==> src/rtl/acc4_seq_if.sv <==
`default_nettype none
// ----------------------------------------------------------------------------
// acc4_seq_if : term stream, result stream and adder operand bundle -- rev 1.0
// ----------------------------------------------------------------------------
interface acc4_seq_if #(
  parameter int WIDTH = 4,
  parameter int CNT_W = 4
);
  logic             start;
  logic [CNT_W-1:0] n_terms;
  logic             in_valid;
  logic             in_ready;
  logic [WIDTH-1:0] in_data;
  logic [WIDTH-1:0] add_a;
  logic [WIDTH-1:0] add_b;
  logic [WIDTH-1:0] add_sum;
  logic             out_valid;
  logic             out_ready;
  logic [WIDTH-1:0] out_sum;
  logic             out_ovf;
  logic             busy;

  modport master (
    output start, n_terms, in_valid, in_data, add_sum, out_ready,
    input  in_ready, add_a, add_b, out_valid, out_sum, out_ovf, busy
  );

  modport slave (
    input  start, n_terms, in_valid, in_data, add_sum, out_ready,
    output in_ready, add_a, add_b, out_valid, out_sum, out_ovf, busy
  );
endinterface

`default_nettype wire

==> src/rtl/acc4_seq.sv <==
`default_nettype none
// ----------------------------------------------------------------------------
// acc4_seq : sequential accumulator around an external 4-bit adder -- rev 1.0
// ----------------------------------------------------------------------------
module acc4_seq #(
  parameter int WIDTH = 4,
  parameter int CNT_W = 4
) (
  input  logic       clk,
  input  logic       rst,
  acc4_seq_if.slave  bus
);

  typedef enum logic [1:0] {
    IDLE = 2'd0,
    ACC  = 2'd1,
    DONE = 2'd2
  } state_t;

  localparam logic [CNT_W-1:0] CNT_ZERO = '0;
  localparam logic [CNT_W-1:0] CNT_ONE  = {{(CNT_W-1){1'b0}}, 1'b1};

  state_t           state, state_nxt;
  logic [WIDTH-1:0] acc,   acc_nxt;
  logic             ovf,   ovf_nxt;
  logic [CNT_W-1:0] cnt,   cnt_nxt;
  logic             accept;
  logic             wrapped;

  assign accept  = (state == ACC) && bus.in_valid;
  // The adder exposes no carry, so a wrap shows up as the sum falling below acc.
  assign wrapped = (bus.add_sum < acc);

  assign bus.add_a     = acc;
  assign bus.add_b     = bus.in_data;
  assign bus.in_ready  = (state == ACC);
  assign bus.out_valid = (state == DONE);
  assign bus.out_sum   = acc;
  assign bus.out_ovf   = ovf;
  assign bus.busy      = (state != IDLE);

  always_comb begin
    state_nxt = state;
    acc_nxt   = acc;
    ovf_nxt   = ovf;
    cnt_nxt   = cnt;
    case (state)
      IDLE: begin
        if (bus.start) begin
          acc_nxt = '0;
          ovf_nxt = 1'b0;
          if (bus.n_terms != CNT_ZERO) begin
            cnt_nxt   = bus.n_terms;
            state_nxt = ACC;
          end else begin
            state_nxt = DONE;
          end
        end
      end
      ACC: begin
        if (accept) begin
          acc_nxt = bus.add_sum;
          ovf_nxt = ovf | wrapped;
          cnt_nxt = cnt - CNT_ONE;
          if (cnt == CNT_ONE) begin
            state_nxt = DONE;
          end
        end
      end
      DONE: begin
        if (bus.out_ready) begin
          state_nxt = IDLE;
        end
      end
      default: begin
        state_nxt = IDLE;
      end
    endcase
  end

  always_ff @(posedge clk) begin
    if (rst) begin
      state <= IDLE;
      acc   <= '0;
      ovf   <= 1'b0;
      cnt   <= '0;
    end else begin
      state <= state_nxt;
      acc   <= acc_nxt;
      ovf   <= ovf_nxt;
      cnt   <= cnt_nxt;
    end
  end

endmodule

`default_nettype wire

==> src/flat_wrapper.sv <==
// flat-port wrapper written by rule: the top's interface ports become plain ports
module acc4_seq_flat 
#(
  parameter int WIDTH = 4,
  parameter int CNT_W = 4
)
  (clk, rst, bus_start, bus_n_terms, bus_in_valid, bus_in_data, bus_add_sum, bus_out_ready, bus_in_ready, bus_add_a, bus_add_b, bus_out_valid, bus_out_sum, bus_out_ovf, bus_busy);
  acc4_seq_if #(.WIDTH(WIDTH), .CNT_W(CNT_W)) bus_i ();
  input  logic clk;
  input  logic rst;
  input wire logic [$bits(bus_i.start)-1:0] bus_start;
  input wire logic [$bits(bus_i.n_terms)-1:0] bus_n_terms;
  input wire logic [$bits(bus_i.in_valid)-1:0] bus_in_valid;
  input wire logic [$bits(bus_i.in_data)-1:0] bus_in_data;
  input wire logic [$bits(bus_i.add_sum)-1:0] bus_add_sum;
  input wire logic [$bits(bus_i.out_ready)-1:0] bus_out_ready;
  output wire logic [$bits(bus_i.in_ready)-1:0] bus_in_ready;
  output wire logic [$bits(bus_i.add_a)-1:0] bus_add_a;
  output wire logic [$bits(bus_i.add_b)-1:0] bus_add_b;
  output wire logic [$bits(bus_i.out_valid)-1:0] bus_out_valid;
  output wire logic [$bits(bus_i.out_sum)-1:0] bus_out_sum;
  output wire logic [$bits(bus_i.out_ovf)-1:0] bus_out_ovf;
  output wire logic [$bits(bus_i.busy)-1:0] bus_busy;
  assign bus_i.start = bus_start;
  assign bus_i.n_terms = bus_n_terms;
  assign bus_i.in_valid = bus_in_valid;
  assign bus_i.in_data = bus_in_data;
  assign bus_i.add_sum = bus_add_sum;
  assign bus_i.out_ready = bus_out_ready;
  assign bus_in_ready = bus_i.in_ready;
  assign bus_add_a = bus_i.add_a;
  assign bus_add_b = bus_i.add_b;
  assign bus_out_valid = bus_i.out_valid;
  assign bus_out_sum = bus_i.out_sum;
  assign bus_out_ovf = bus_i.out_ovf;
  assign bus_busy = bus_i.busy;
  acc4_seq #(.WIDTH(WIDTH), .CNT_W(CNT_W)) u_core (.clk(clk), .rst(rst), .bus(bus_i));
endmodule
==> config.mk <==
export PLATFORM = sky130hd
export DESIGN_NAME = acc4_seq_flat
export DESIGN_NICKNAME = d
export VERILOG_FILES = /design/src/rtl/acc4_seq_if.sv /design/src/rtl/acc4_seq.sv /design/src/flat_wrapper.sv
export SDC_FILE = /design/constraint.sdc
export NUM_CORES = 1
export LEC_CHECK = 0
export CAP_MARGIN = 25
export CORE_MARGIN = 8
export CORE_UTILIZATION = 44
export DETAILED_ROUTE_END_ITERATION = 10
export GPL_ROUTABILITY_DRIVEN = 1
export GPL_TIMING_DRIVEN = 0
export PLACE_DENSITY = 0.86
export SKIP_CTS_REPAIR_TIMING = 1
export SYNTH_ARGS = -nofsm -noshare
export SYNTH_HDL_FRONTEND = slang
export SYNTH_SLANG_ARGS = --single-unit
==> constraint.sdc <==
create_clock -name clk -period 3.5 [get_ports clk]
set_clock_uncertainty 0.2 [all_clocks]
set_input_delay 0.525 -clock clk [delete_from_list [all_inputs] [get_ports clk]]
set_output_delay 0.525 -clock clk [all_outputs]
set_load 0.005 [all_outputs]
==> results.toml, run 1 <==
[job]
cap_violations = 0

[detailed_routing]
top_layer = "met4"
drtPass1Iterations = 4
num_vias = 765
wl_um = 2110
wl_met1_um = 832
avgViaCountPerCell = 5.54
dr_wl_met3_um = 101
drc_errors = 0
wl_per_cell_um = 15.3
met2_length_um = 1120
drt-initial-drc-count = 21
antenna_left = 0

[placement]
placed_area_mm2 = 0.00107
gp_congestion = 0.794
pre_cts_slack_ns = 1.15
io_buffers = 28
dpl.hpwl_um = 1720

[timing]
hold_viol_final = 0
final.setup.worst_slack_ns = 1.05
tightest_slew_ns = 0.513
min_period_over_period_pct = 69.9
final.min_clock_period_ns = 2.45
drv_slew = 0
relSlewSlack_pct = 65.5
fin_setup_tns_ns = 0
setup_viol = 0
rsz0062_at_grt = "false"
fmax_ghz = 0.409

[cts]
cts_tree = "done"
cts_buffer_depth = 2
cts_max_level = 1
cts_buffers = 3
clkTransAtPathRegs_ns = 0.07
cts_root_buffer = "clkbuf_4"
clock_latency_ns = 0.27
clkSinkCount = 11

[logic_synthesis]
ys_seq_elements = 11
synth_top_area_share_pct = 28.8
synth_area_leaders = "dfxtp_1, ha_1, buf_4"
yosys_warnings = 0
syn_nets = 111
synth_top_cell_by_area = "dfxtp_1"
synth.yosys.seq_area_share_pct = 28.8
syn_inst = 89
syn_area_um2 = 766
synth_cell_types = 30
avgSynthCellArea_um2 = 8.60

[worst_setup_path]
crit_arrival_ns = 1.72
worst-path-buf-inv = 4
worst_path_dominant_cell_family = "buffers and inverters"
worstSetupEndpointType = "primary output"
cpMostUsedCell = "buf_6"
cp.required_ns = 2.77
path_max_fanout = 9
path_cells = "buf_6 > nand2b_4 > buf_6 > inv_1 > clkdlybuf4s50_1"
max_stage_delay_ns = 0.55
criticalPathCategory = "reg -> out"
start_kind = "register"
cp_slowest_cell = "clkdlybuf4s50_1"

[global_route]
grt_overflow_total = 0
grt_pass1_wl_um = 3350
grt_usage_pct = 12.9
antenna_found_initial = 0
grt_pass1_vias = 780
grt_start_max_net_pins = 11

[floorplanning]
rows = 15
die_x_um = 57.7
start_util_pct = 45.3
io_pins = 33
die_area_mm2 = 0.00333
core_mm2 = 0.00169
fp.dieH_um = 57.7

[layout]
utilization_pct = 64.7
nNetsFinal = 144
syn2layout_area_growth_pct = 42.8
drive_gt1_share_pct = 19.0
antennaDiodeCount = 0
final_cell_area_mm2 = 0.00109

[power_and_ir_drop]
cellLeakagePower_uw = 0.000430
irDropWorstVdd_v = 0.000204
power_density_mw_per_mm2 = 322

[outcome]
outcome = "completed"

[hold_path]
worst_hold_path_type = "reg -> reg"
final timing paths:
kind                              startpoint                               to  slack (ns)  cells after the start
min          u_core.bus.out_ovf$_SDFFE_PP0P_  u_core.bus.out_ovf$_SDFFE_PP0P_        0.29                      2
max             u_core.state[1]$_SDFFE_PP0P_                     bus_in_ready        1.05                      5
min reg2reg  u_core.bus.out_ovf$_SDFFE_PP0P_  u_core.bus.out_ovf$_SDFFE_PP0P_        0.29                      2
max reg2reg     u_core.state[1]$_SDFFE_PP0P_       u_core.cnt[2]$_SDFFE_PP0P_        1.79                      7
cells in the mapped netlist, drive strengths merged:
library cell  count
buf              11
a22o              1
or2               1
nand3             1
a21oi             5
a211oi            2
a21o              2
o21ai             4
mux2i             1
mux2              1
ha                5
nor3b             2
a211o             1
inv               9
nand2b            2
nor2             11
nand2             3
a32oi             4
nor3              3
dfxtp            11
a221oi            1
a31oi             3
o22a              1
nor2b             2
clkbuf            1
nor4              1
power breakdown:
| group | internal, uW | leakage (uW) | switching [uW] | total [uW] |
|---|---|---|---|---|
| sequential | 134 | 0.0000901 | 7.14 | 141 |
| combinational | 66.5 | 0.000325 | 53.6 | 120 |
| clock | 44.2 | 0.0000150 | 46.1 | 90.3 |
| total | 245 | 0.000430 | 107 | 352 |
cell type report:
cell class	instances	area, um2
inverters	9	33.8
well taps	17	21.3
repair buffers	28	280
flip-flops and latches	11	220
multi-input cells	57	414
plain buffers	12	97.6
clock buffers	4	26.3
fillers	142	596
worst min-delay path, cell delays in order (launching register included):
cell     delay [ns]
dfxtp_1        0.33
inv_1          0.05
a31oi_1        0.07
cells by family after synthesis:
group	synth area share [%]
adders and majority gates	8.17
DFF	28.8
buffers and inverters	17.2
and+or+nand+nor	18.1
muxes	3.27
AOI/OAI and AO/OA	24.5
flip-flops by register name, summed over array words and instances, names as in the netlist:
register and cells:
u_core.state 2, u_core.bus.add_a 4, u_core.cnt 4, u_core.bus.out_ovf 1
per-stage QoR:
| stage | total power, uW | cells | hold slack, ns |
|---|---|---|---|
| finish | 352 | 138 | 0.293 |
| floorplan | 214 | 89 | 0.259 |
| global placement | 258 | 134 | 0.255 |
| CTS | 352 | 138 | 0.298 |
| global route | 369 | 138 | 0.341 |
| detailed placement | 264 | 134 | 0.287 |
layout by cell type, fill, tap and decap left out, types with 2 or more instances in the layout:
cell,synthesis,layout
dfxtp_1,11,11
nor2b_1,2,2
a32oi_1,4,4
nor3b_1,2,2
inv_1,9,9
a31oi_1,3,3
o21ai_0,3,3
a21o_1,2,2
a21oi_1,5,5
buf_4,8,8
ha_1,5,5
clkdlybuf4s50_1,0,28
buf_6,3,3
nor2_1,11,11
nor3_1,3,3
nand2_1,3,3
clkbuf_1,1,2
clkbuf_4,0,3
routing by layer:
metal	track usage [%]	up-vias
met5	0	-
met3	2.87	4
met4	9.44	0
met1	12.7	366
li1	-	366
met2	23.3	29
Power figures use the tool's default switching activity.
==> inputs of run 2 (changes only) <==
Settings changed: CORE_UTILIZATION 44 to 41, PLACE_DENSITY 0.86 to 0.81.
Clock period 3.5 ns to 2.3 ns, I/O delays scaled along.
==> run 2 against run 1 <==
Effect of this change: register-to-register slack got worse by 1.2 ns; via count down 4.3%; clock-buffer cell count unchanged; worst hold slack lost 0.013 ns; clock power rose by 56%; combinational power is 52% higher; worst setup slack got worse by 0.96 ns; largest cell class unchanged; largest power group unchanged.
==> results.toml, run 2 (synthesized netlist as in run 1, its figures left out) <==
[layout]
utilization_pct = 63.4
syn2layout_area_growth_pct = 44.6
final_cell_count_no_fill = 146
antennaDiodeCount = 0
final_cell_area_mm2 = 0.00111
final_common_cell = "clkdlybuf4s50_1"
drive_gt1_share_pct = 19.8
final_cell_mix = "clkdlybuf4s50_1, nor2_1, dfxtp_1"
nNetsFinal = 144
fillers = 173

[placement]
placed_area_mm2 = 0.00108
io_buffers = 28
dp.cells = 142
dpl.hpwl_um = 1560
gp_congestion = 0.849

[worst_setup_path]
rr_startpoint = "u_core.state[0]$_SDFFE_PP0P_"
worstSetupEndpointType = "primary output"
r2r_cells = 5
cp.required_ns = 1.75
cpMostUsedCell = "buf_6"
path_cells = "buf_6 > nand2b_4 > buf_6 > clkinvlp_4 > clkdlybuf4s50_1"
max_stage_delay_ns = 0.49
r2r_slack_ns = 0.63
rr_endpoint = "u_core.cnt[0]$_SDFFE_PP0P_"
crit_arrival_ns = 1.66
start_kind = "register"
cp_slowest_cell = "clkdlybuf4s50_1"
criticalPathCategory = "reg -> out"
path_max_fanout = 9

[floorplanning]
start_util_pct = 43.9
core_mm2 = 0.00175
rows = 15
die_area_mm2 = 0.00351
die_x_um = 59.2
fp.dieH_um = 59.2
io_pins = 33

[detailed_routing]
antenna_left = 0
wl_per_cell_um = 13.9
wl_um = 2030
drtPass1Iterations = 4
drt-initial-drc-count = 9
num_vias = 732
drc_errors = 0
avgViaCountPerCell = 5.01

[timing]
fin_setup_tns_ns = 0
final.min_clock_period_ns = 2.20
holdWs_ns = 0.280
hold_viol_final = 0
rsz0062_at_grt = "false"
drv_slew = 0
relSlewSlack_pct = 65.5
min_period_over_period_pct = 95.7
fmax_ghz = 0.454
tightest_slew_ns = 0.514
setup_viol = 0

[cts]
cts_tree = "done"
clkTransAtPathRegs_ns = 0.07
clkSinkCount = 11
cts_buffer_depth = 2
cts_buffers = 3
clock_latency_ns = 0.28
cts_max_level = 1
cts_root_buffer = "clkbuf_4"

[global_route]
grt_overflow_total = 0
grt_start_max_net_pins = 11
grt_usage_pct = 12.4
antenna_found_initial = 0
grt_pass1_wl_um = 3280
grt_pass1_vias = 726

[hold_path]
worst_hold_path.num_cells = 2
hold_path_end = "u_core.bus.out_ovf$_SDFFE_PP0P_"
worstHoldStart = "u_core.bus.out_ovf$_SDFFE_PP0P_"
worst_hold_path_type = "reg -> reg"

[power_and_ir_drop]
power_density_mw_per_mm2 = 485
cellLeakagePower_uw = 0.000423
irDropWorstVdd_v = 0.000299

[outcome]
outcome = "completed"

[job]
cap_violations = 0
[run 2: cell types whose count changed in the layout (fill, tap and decap cells not counted)]
cell | previous run | this run
clkinvlp_4 | 0 | 1
inv_1 | 9 | 8
[run 2: stage by stage]
stage,setup slack [ns],power [uW]
detailed placement,0.0730,400
global placement,0.131,394
floorplan,0.694,325
finish,0.0980,537
global route,0.0136,577
CTS,-0.0222,545
[run 2: how the worst max path moves through the flow]
stage,end,depth (start not counted),from
after global routing,bus_in_ready,5,u_core.state[1]$_SDFFE_PP0P_
after detailed placement,u_core.cnt[0]$_SDFFE_PP0P_,5,bus_in_valid
final,bus_in_ready,5,u_core.state[1]$_SDFFE_PP0P_
after global placement,u_core.cnt[0]$_SDFFE_PP0P_,5,bus_in_valid
after CTS,bus_in_ready,5,u_core.state[1]$_SDFFE_PP0P_
after floorplan,u_core.cnt[2]$_SDFFE_PP0P_,7,u_core.state[1]$_SDFFE_PP0P_
[run 2: where the power goes]
part           switching (uW)  internal (uW)  leakage, uW  total [uW]
combinational            80.9            101     0.000318         182
clock                    73.2           67.5    0.0000150         141
sequential               10.1            204    0.0000901         214
total                     164            373     0.000423         537
[run 2: routing by layer]
metal  global-route usage [%]  up-vias  wire, um  part of all wire [%]
met3                     3.47        6       118                   5.8
met1                     13.8      333       867                    43
li1                         -      368         -                     -
met2                     20.0       25       991                    49
met4                     8.19        0        51                   2.5
met5                        0        -         0                     0
[run 2: worst max-delay path, delay by kind of cell (launching register included)]
family / cells / cell delay, ns
buffers and inverters: 4 / 0.92
and+or+nand+nor: 1 / 0.13
DFF: 1 / 0.33
[run 2: cell type report]
type / instances / area [um2] / area share [%]
Inverter: 9 / 37.5 / 3.39
Buffer: 12 / 97.6 / 8.81
Sequential cell: 11 / 220 / 19.9
Multi-Input combinational cell: 57 / 414 / 37.4
Clock buffer: 4 / 26.3 / 2.37
Timing Repair Buffer: 28 / 280 / 25.3
Tap cell: 25 / 31.3 / 2.82
==> inputs of run 3 (changes only) <==
Settings changed: ABC_CLOCK_PERIOD_IN_PS from default to 2300, CELL_PAD_IN_SITES_DETAIL_PLACEMENT from default to 0, CELL_PAD_IN_SITES_GLOBAL_PLACEMENT from default to 1, CORE_UTILIZATION 41 to 29, PLACE_DENSITY 0.81 to 0.8.
==> run 3 against run 2 <==
Effect of this change: via count fell by 1.4%; critical path depth did not move; register-to-register slack about the same; combinational power hardly changed; cell count up 3.4%; sequential power hardly changed; non-clock buffer count unchanged; final area increased by 0.57%; die area increased by 29%; clock power down 5%; fmax is 1.3% higher; critical path type unchanged; largest power group unchanged.
==> results.toml, run 3 (synthesized netlist as in run 1, its figures left out) <==
[outcome]
outcome = "completed"

[timing]
fin_setup_tns_ns = 0
setup_viol = 0
holdWs_ns = 0.276
final.min_clock_period_ns = 2.17
rsz0062_at_grt = "false"
relSlewSlack_pct = 62.3
final.setup.worst_slack_ns = 0.126
min_period_over_period_pct = 94.5
hold_viol_final = 0
tightest_slew_ns = 0.561
drv_slew = 0
fmax_ghz = 0.460

[power_and_ir_drop]
irDropWorstVdd_v = 0.000386
power_frac_comb_pct = 34.4
power_density_mw_per_mm2 = 477
p_clk_share_pct = 25.2
cell_internal_pwr_uw = 373
netSwitchingFraction_pct = 29.8
seqPwrFrac_pct = 40.4
cellLeakagePower_uw = 0.000423
power.switching_uw = 158

[floorplanning]
start_util_pct = 30.6
die_area_mm2 = 0.00454
rows = 18
die_x_um = 67.4
io_pins = 33
fp.dieH_um = 67.4
core_mm2 = 0.00250

[global_route]
grt_start_max_net_pins = 11
met1_usage_pct = 10.9
top_usage_layer = "met2"
grt_pass1_vias = 689
grt_use_met3_pct = 4.97
met2_usage_pct = 14.7
grt_usage_pct = 9.24
grt_pass1_wl_um = 3240
grt_overflow_total = 0
antenna_found_initial = 0

[detailed_routing]
antenna_left = 0
drc_errors = 0
drtPass1Iterations = 4
drt-initial-drc-count = 23
avgViaCountPerCell = 4.78
wl_um = 2000
wl_per_cell_um = 13.2
num_vias = 722

[cts]
cts_buffer_depth = 2
clkSinkCount = 11
cts_tree = "done"
clkTransAtPathRegs_ns = 0.07
clock_latency_ns = 0.27
cts_root_buffer = "clkbuf_4"
cts_max_level = 1
cts_buffers = 3

[placement]
gp_congestion = 0.812
io_buffers = 28
placed_area_mm2 = 0.00108
dpl.hpwl_um = 1620
pre_cts_slack_ns = 0.0911

[worst_setup_path]
start_kind = "register"
path_max_fanout = 9
cp.required_ns = 1.75
max_stage_delay_ns = 0.53
crit_arrival_ns = 1.63
criticalPathCategory = "reg -> out"
cpMostUsedCell = "buf_6"
cp_slowest_cell = "clkdlybuf4s50_1"
critPathLaunch = "u_core.state[1]$_SDFFE_PP0P_"
worstSetupEndpointType = "primary output"
path_cells = "buf_6 > nand2b_4 > buf_6 > clkinvlp_4 > clkdlybuf4s50_1"
rr_startpoint = "u_core.state[0]$_SDFFE_PP0P_"

[hold_path]
worst_hold_path_type = "reg -> reg"
worstHoldStart = "u_core.bus.out_ovf$_SDFFE_PP0P_"

[layout]
antennaDiodeCount = 0
utilization_pct = 44.5
final_cell_area_mm2 = 0.00111
final_cell_mix = "clkdlybuf4s50_1, nor2_1, dfxtp_1"
nNetsFinal = 144
final_common_cell = "clkdlybuf4s50_1"
drive_gt1_share_pct = 19.8
syn2layout_area_growth_pct = 45.4

[job]
cap_violations = 0
## run 3: cell counts in the layout (fill, tap and decap cells not counted)
No cell type changed its count.
## run 3: worst paths after layout
| kind | end | slack [ns] | cells past startpoint |
|---|---|---|---|
| hold / removal | u_core.bus.out_ovf$_SDFFE_PP0P_ | 0.28 | 2 |
| setup / recovery | bus_in_ready | 0.13 | 5 |
| setup reg to reg | u_core.cnt[0]$_SDFFE_PP0P_ | 0.62 | 5 |
| hold reg to reg | u_core.bus.out_ovf$_SDFFE_PP0P_ | 0.28 | 2 |
## run 3: power groups by stage
stage | logic (uW) | registers [uW] | clock network (uW)
after CTS | 183 | 214 | 142
final | 182 | 214 | 134
after global placement | 178 | 218 | 0
after global routing | 202 | 216 | 156
after floorplan | 108 | 217 | 0
after detailed placement | 182 | 219 | 0
## run 3: through the flow
stage	std cells	total power, uW
after floorplan	89	325
after global placement	147	396
after detailed placement	147	400
after CTS	151	539
after global routing	151	574
final	151	531
## run 3: cell type report
type	count	area (um2)
Tap cell	30	37.5
Multi-Input combinational cell	57	414
Inverter	9	37.5
Sequential cell	11	220
Timing Repair Buffer	28	280
Buffer	12	97.6
Fill cell	264	1390
Clock buffer	4	26.3
## run 3: worst max-delay path: cells and delay by family, from the launching register on
family        cells  cell delay, ns
flops             1            0.31
buf+inv           4            0.92
simple gates      1            0.13
## run 3: routing by layer
metal | share of wire [%] | vias up | wire [um]
met5 | 0 | - | 0
met4 | 0 | 0 | 0
met3 | 8.3 | 0 | 165
met2 | 46 | 22 | 923
met1 | 45 | 333 | 907
li1 | - | 367 | -
